`src/rtl/ldst_unit.sv`:
```
// ldst_unit -- load/store sequencer between decode, data memory and register file.
//
// A request from decode (start) is latched in IDLE. The unit then holds a
// memory request in REQ until mem_ack. It spends one write-back cycle in WB,
// which pulses done and, for loads only, writes the register file. It then
// returns to IDLE. busy stalls fetch/decode whenever the unit is not idle.
//
// Optional feature: define LDST_TIMEOUT_EN to abandon a request after TIMEOUT
// REQ cycles without mem_ack. The abandoned request finishes with done=1,
// err=1 and no register-file write. If the macro is undefined, err is tied to 0
// and REQ waits indefinitely.
//
// Ports:
//   CLK, reset                 clock, synchronous active-high reset
//   start, is_store, addr,
//   wdata, rd                  request from decode (sampled in IDLE)
//   mem_req, mem_we,
//   mem_addr, mem_wdata        memory request (valid in REQ)
//   mem_rdata, mem_ack         memory response
//   rf_write_en, rf_waddr,
//   rf_data                    register-file write port (WB, loads only)
//   busy, done, err            status to pipeline
module ldst_unit #(
  parameter int unsigned W       = 8,
  parameter int unsigned D       = 4,
  parameter int unsigned A       = 8,
  parameter int unsigned TIMEOUT = 16
) (
  input  logic         CLK,
  input  logic         reset,
  input  logic         start,
  input  logic         is_store,
  input  logic [A-1:0] addr,
  input  logic [W-1:0] wdata,
  input  logic [D-1:0] rd,
  output logic         mem_req,
  output logic         mem_we,
  output logic [A-1:0] mem_addr,
  output logic [W-1:0] mem_wdata,
  input  logic [W-1:0] mem_rdata,
  input  logic         mem_ack,
  output logic         rf_write_en,
  output logic [D-1:0] rf_waddr,
  output logic [W-1:0] rf_data,
  output logic         busy,
  output logic         done,
  output logic         err
);

  typedef enum logic [1:0] {
    IDLE = 2'd0,
    REQ  = 2'd1,
    WB   = 2'd2
  } state_t;

  state_t         r_state;
  state_t         w_state_nxt;
  logic           w_latch;
  logic           w_cap;

  logic           r_is_store;
  logic [A-1:0]   r_addr;
  logic [W-1:0]   r_wdata;
  logic [D-1:0]   r_rd;
  logic [W-1:0]   r_rdata;

`ifdef LDST_TIMEOUT_EN
  localparam int unsigned CW = (TIMEOUT > 1) ? $clog2(TIMEOUT + 1) : 1;
  logic [CW-1:0]  r_cnt;
  logic           r_to;
  logic           w_to_hit;
`endif

  always_ff @(posedge CLK) begin
    if (reset) begin
      r_state <= IDLE;
    end else begin
      r_state <= w_state_nxt;
    end
  end

  always_comb begin
    w_state_nxt = r_state;
    w_latch     = 1'b0;
    w_cap       = 1'b0;
`ifdef LDST_TIMEOUT_EN
    w_to_hit    = 1'b0;
`endif
    case (r_state)
      IDLE: begin
        if (start) begin
          w_state_nxt = REQ;
          w_latch     = 1'b1;
        end
      end
      REQ: begin
        // An ack in the final permitted cycle wins over the timeout.
        if (mem_ack) begin
          w_state_nxt = WB;
          w_cap       = 1'b1;
        end
`ifdef LDST_TIMEOUT_EN
        else if (r_cnt == CW'(TIMEOUT - 1)) begin
          w_state_nxt = WB;
          w_to_hit    = 1'b1;
        end
`endif
      end
      WB: begin
        w_state_nxt = IDLE;
      end
      default: begin
        w_state_nxt = IDLE;
      end
    endcase
  end

  always_comb begin
    mem_req     = 1'b0;
    mem_we      = 1'b0;
    rf_write_en = 1'b0;
    done        = 1'b0;
    err         = 1'b0;
    busy        = (r_state != IDLE);
    mem_addr    = r_addr;
    mem_wdata   = r_wdata;
    rf_waddr    = r_rd;
    rf_data     = r_rdata;
    if (r_state == REQ) begin
      mem_req = 1'b1;
      mem_we  = r_is_store;
    end
    if (r_state == WB) begin
      done = 1'b1;
`ifdef LDST_TIMEOUT_EN
      err         = r_to;
      rf_write_en = ~r_is_store & ~r_to;
`else
      rf_write_en = ~r_is_store;
`endif
    end
  end

  always_ff @(posedge CLK) begin
    if (reset) begin
      r_is_store <= 1'b0;
      r_addr     <= '0;
      r_wdata    <= '0;
      r_rd       <= '0;
      r_rdata    <= '0;
    end else begin
      if (w_latch) begin
        r_is_store <= is_store;
        r_addr     <= addr;
        r_wdata    <= wdata;
        r_rd       <= rd;
      end
      if (w_cap) begin
        r_rdata <= mem_rdata;
      end
    end
  end

`ifdef LDST_TIMEOUT_EN
  // r_cnt counts REQ cycles already spent without an ack.
  always_ff @(posedge CLK) begin
    if (reset) begin
      r_cnt <= '0;
      r_to  <= 1'b0;
    end else begin
      if (w_latch) begin
        r_cnt <= '0;
        r_to  <= 1'b0;
      end else if (r_state == REQ && !mem_ack) begin
        r_cnt <= r_cnt + 1'b1;
      end
      if (w_to_hit) begin
        r_to <= 1'b1;
      end
    end
  end
`endif

endmodule

```
`config.mk`:
```
export PLATFORM = sky130hd
export DESIGN_NAME = ldst_unit
export DESIGN_NICKNAME = d
export VERILOG_FILES = /design/src/rtl/ldst_unit.sv
export SDC_FILE = /design/constraint.sdc
export NUM_CORES = 1
export LEC_CHECK = 0
export CAP_MARGIN = 5
export CORE_MARGIN = 1
export CORE_UTILIZATION = 44
export CTS_CLUSTER_SIZE = 8
export DETAILED_ROUTE_END_ITERATION = 8
export GPL_TIMING_DRIVEN = 0
export PLACE_DENSITY_LB_ADDON = 0.1
export SYNTH_ARGS = -nofsm -noshare
export SYNTH_HDL_FRONTEND = slang
export SYNTH_SLANG_ARGS = --single-unit
```
`constraint.sdc`:
```
create_clock -name CLK -period 2 [get_ports CLK]
set_clock_uncertainty 0.2 [all_clocks]
set_input_delay 0.4 -clock CLK [delete_from_list [all_inputs] [get_ports CLK]]
set_output_delay 0.4 -clock CLK [all_outputs]
set_load 0.01 [all_outputs]
```
==> results of run 1 <==
report_power, final:
group	total (uW)	internal [uW]	switching, uW
clock	411	207	204
sequential	679	656	23.7
combinational	297	191	106
synth_stat cells:
cell / count
and2b_1: 1
nand2b_1: 60
mux2i_1: 29
nor2b_1: 3
or2_2: 1
conb_1: 1
buf_6: 1
dfxtp_1: 31
a211oi_1: 1
buf_4: 1
and3b_1: 1
nor3b_4: 1
buf_8: 2
and2_1: 1
clkbuf_1: 6
final timing paths:
check	start	endpoint	cells after the start
worst max-delay path	r_state[1]	mem_we	3
worst min-delay path	reset	r_state[1]	2
worst max register to register	r_state[1]	mem_addr[5]	3
worst min register to register	r_state[1]	r_state[0]	1
cell usage in the layout, fill, tap and decap left out, types with 2 or more instances in the layout:
cell type,instances
clkbuf_4,5
clkbuf_1,7
dlygate4sd2_1,5
dfxtp_1,29
nor2b_1,2
nand2b_1,60
buf_8,2
clkdlybuf4s50_1,59
mux2i_1,29
clkbuf_8,2
final cells by class:
type                    instances  share of cell area
clock buffers                   8              0.0313
well taps                      44              0.0250
flip-flops and latches         31               0.284
repair buffers                 64               0.288
multi-input cells              99               0.339
plain buffers                  10              0.0324
per-layer routing:
metal	routed length, um	part of all wire	vias up
li1	-	-	589
met1	1250	0.39	539
met2	1670	0.53	38
met3	228	0.072	2
met4	24	0.0075	0
met5	0	0	-
registers in the layout, indices dropped and copies added, names as in the netlist:
signal      count
r_state         2
mem_wdata       8
rf_waddr        4
mem_addr        8
rf_data         8
r_is_store      1
stage by stage:
stage / total power, uW / utilization
2_1_floorplan: 833 / -
3_3_place_gp: 987 / 0.692
3_5_place_dp: 996 / 0.692
4_1_cts: 1410 / 0.715
5_1_grt: 1460 / 0.715
6_report: 1390 / 0.715
critical path, delay by kind of cell, from the launching register on:
kind,cells,cell delay [ns]
buffers and inverters,1,0.27
DFF,1,0.39
and+or+nand+nor,2,0.32
kinds of logic (layout without fill, tap and decap cells):
family,after synthesis,in the layout,share of synthesized area
muxes,29,29,0.202
and+or+nand+nor,68,68,0.308
AOI/OAI and AO/OA,1,1,0.00523
buffers and inverters,10,82,0.0497
other,1,1,0.00261
DFF,31,31,0.432
==> results.yml, run 1 <==
routing:
  first_iter_violations: 22
  antenna_left: 0
  via_per_inst: 4.56
  routed-via-count: 1168
  avgRoutedWirePerCell_um: 12.4
  drc: 0
  drtPass1Iterations: 4
  drt_wl_total_um: 3180
clocking:
  numCtsBuffers: 5
  ctsResizeCount: 9
  clockBufferDepth: 2
  h-tree-depth: 2
  hold_buffers: 0
  clkTransAtPathRegs_ns: 0.10
  insertion_delay_ns: 0.32
  cts_setup_buffers: 0
  clock-sinks: 31
  cts_tree: "done"
  root_buffer: "clkbuf_4"
sta:
  fmax_mhz: 524
  rsz0062_at_grt: "no"
  tns_ns: 0
  setup_viol: 0
  whs_ns: 0.237
  layout_worst_path_cycle_share: 0.954
  fin_crit_ns: 1.91
  hold_viol: 0
  finalMaxSlewViolations: 0
  fin_ws_ns: 0.0912
place:
  dp_slack_ns: 0.0964
  place_inst: 248
  gp_congestion: 0.681
  dp_hpwl_um: 2400
  post_dp_cell_area_um2: 2130
  io_buffer_count: 64
logic_synthesis:
  synth_area_leaders: "dfxtp_1, nand2b_1, mux2i_1, buf_8, clkbuf_1"
  yosysWarnings: 0
  syn_inst: 140
  synth_cell_types: 15
  avgSynthCellArea_um2: 10.3
  yosysSeqAreaShare: 0.432
  synth_seq_cells: 31
  synth_fp_nets: 173
  yosys.area.top_type: "dfxtp_1"
  syn_area_um2: 1440
  synth_top_area_frac: 0.432
die:
  num_io_pins: 67
  core_um2: 3080
  die_w_um: 59.1
  fp-row-count: 20
  initial_core_util: 0.466
  dieHeight_um: 59.1
  die-area_um2: 3490
final_layout:
  diodes: 0
  fillers: 257
  stdcell_count: 256
  final_cell_area_um2: 2200
  regArea_um2: 626
  fin_nets: 244
  drive_gt1_frac: 0.0755
  multi_input_area_um2: 746
  syn2layout_area_growth_pct: 53.4
grt:
  grt_pass1_wl_um: 5060
  busiest_layer: "met2"
  grt_pass1_vias: 1194
  grt_max_degree: 11
  groute.layer.met1.usage: 0.190
  grt_use_total: 0.202
  grt-ovfl-total: 0
  antenna_found_initial: 0
  met3_usage: 0.0939
  gr-usage-met2: 0.370
run_status:
  status: "finished, final reports clean"
run:
  drv_cap: 0
power_and_ir_drop:
  leakage_uw: 0.000861
  peakVddDrop_uv: 461
  power_density_nw_per_um2: 631
worst_setup_path:
  path_max_fanout: 6
  crit_path_end_kind: "primary output"
  critPathKind: "reg2out"
  slowest_delay_ns: 0.39
  cp.required_ns: 1.40
  worstPathArrival_ns: 1.31
  path_cells: "and2b_1 > and2_1 > dlygate4sd2_1"
  regToRegSetupSlack_ns: 0.64
  crit_path_top_delay_cell: "dfxtp_4"
  startpoint_type: "flip-flop"
min_path:
  hp-class: "in2reg"
No activity file was read; power rests on OpenSTA's default activity.
==> run 2, diff against run 1 <==
Settings changed: ABC_CLOCK_PERIOD_IN_PS set to 2000.
==> results of run 2 <==
No change in the layout: final DEF, timing and power equal those of run 1.
==> run 3, diff against run 2 <==
Settings changed: ABC_CLOCK_PERIOD_IN_PS 2000 to not set, GPL_ROUTABILITY_DRIVEN set to 0.
==> results of run 3 <==
No change in the layout: final DEF, timing and power equal those of run 1.
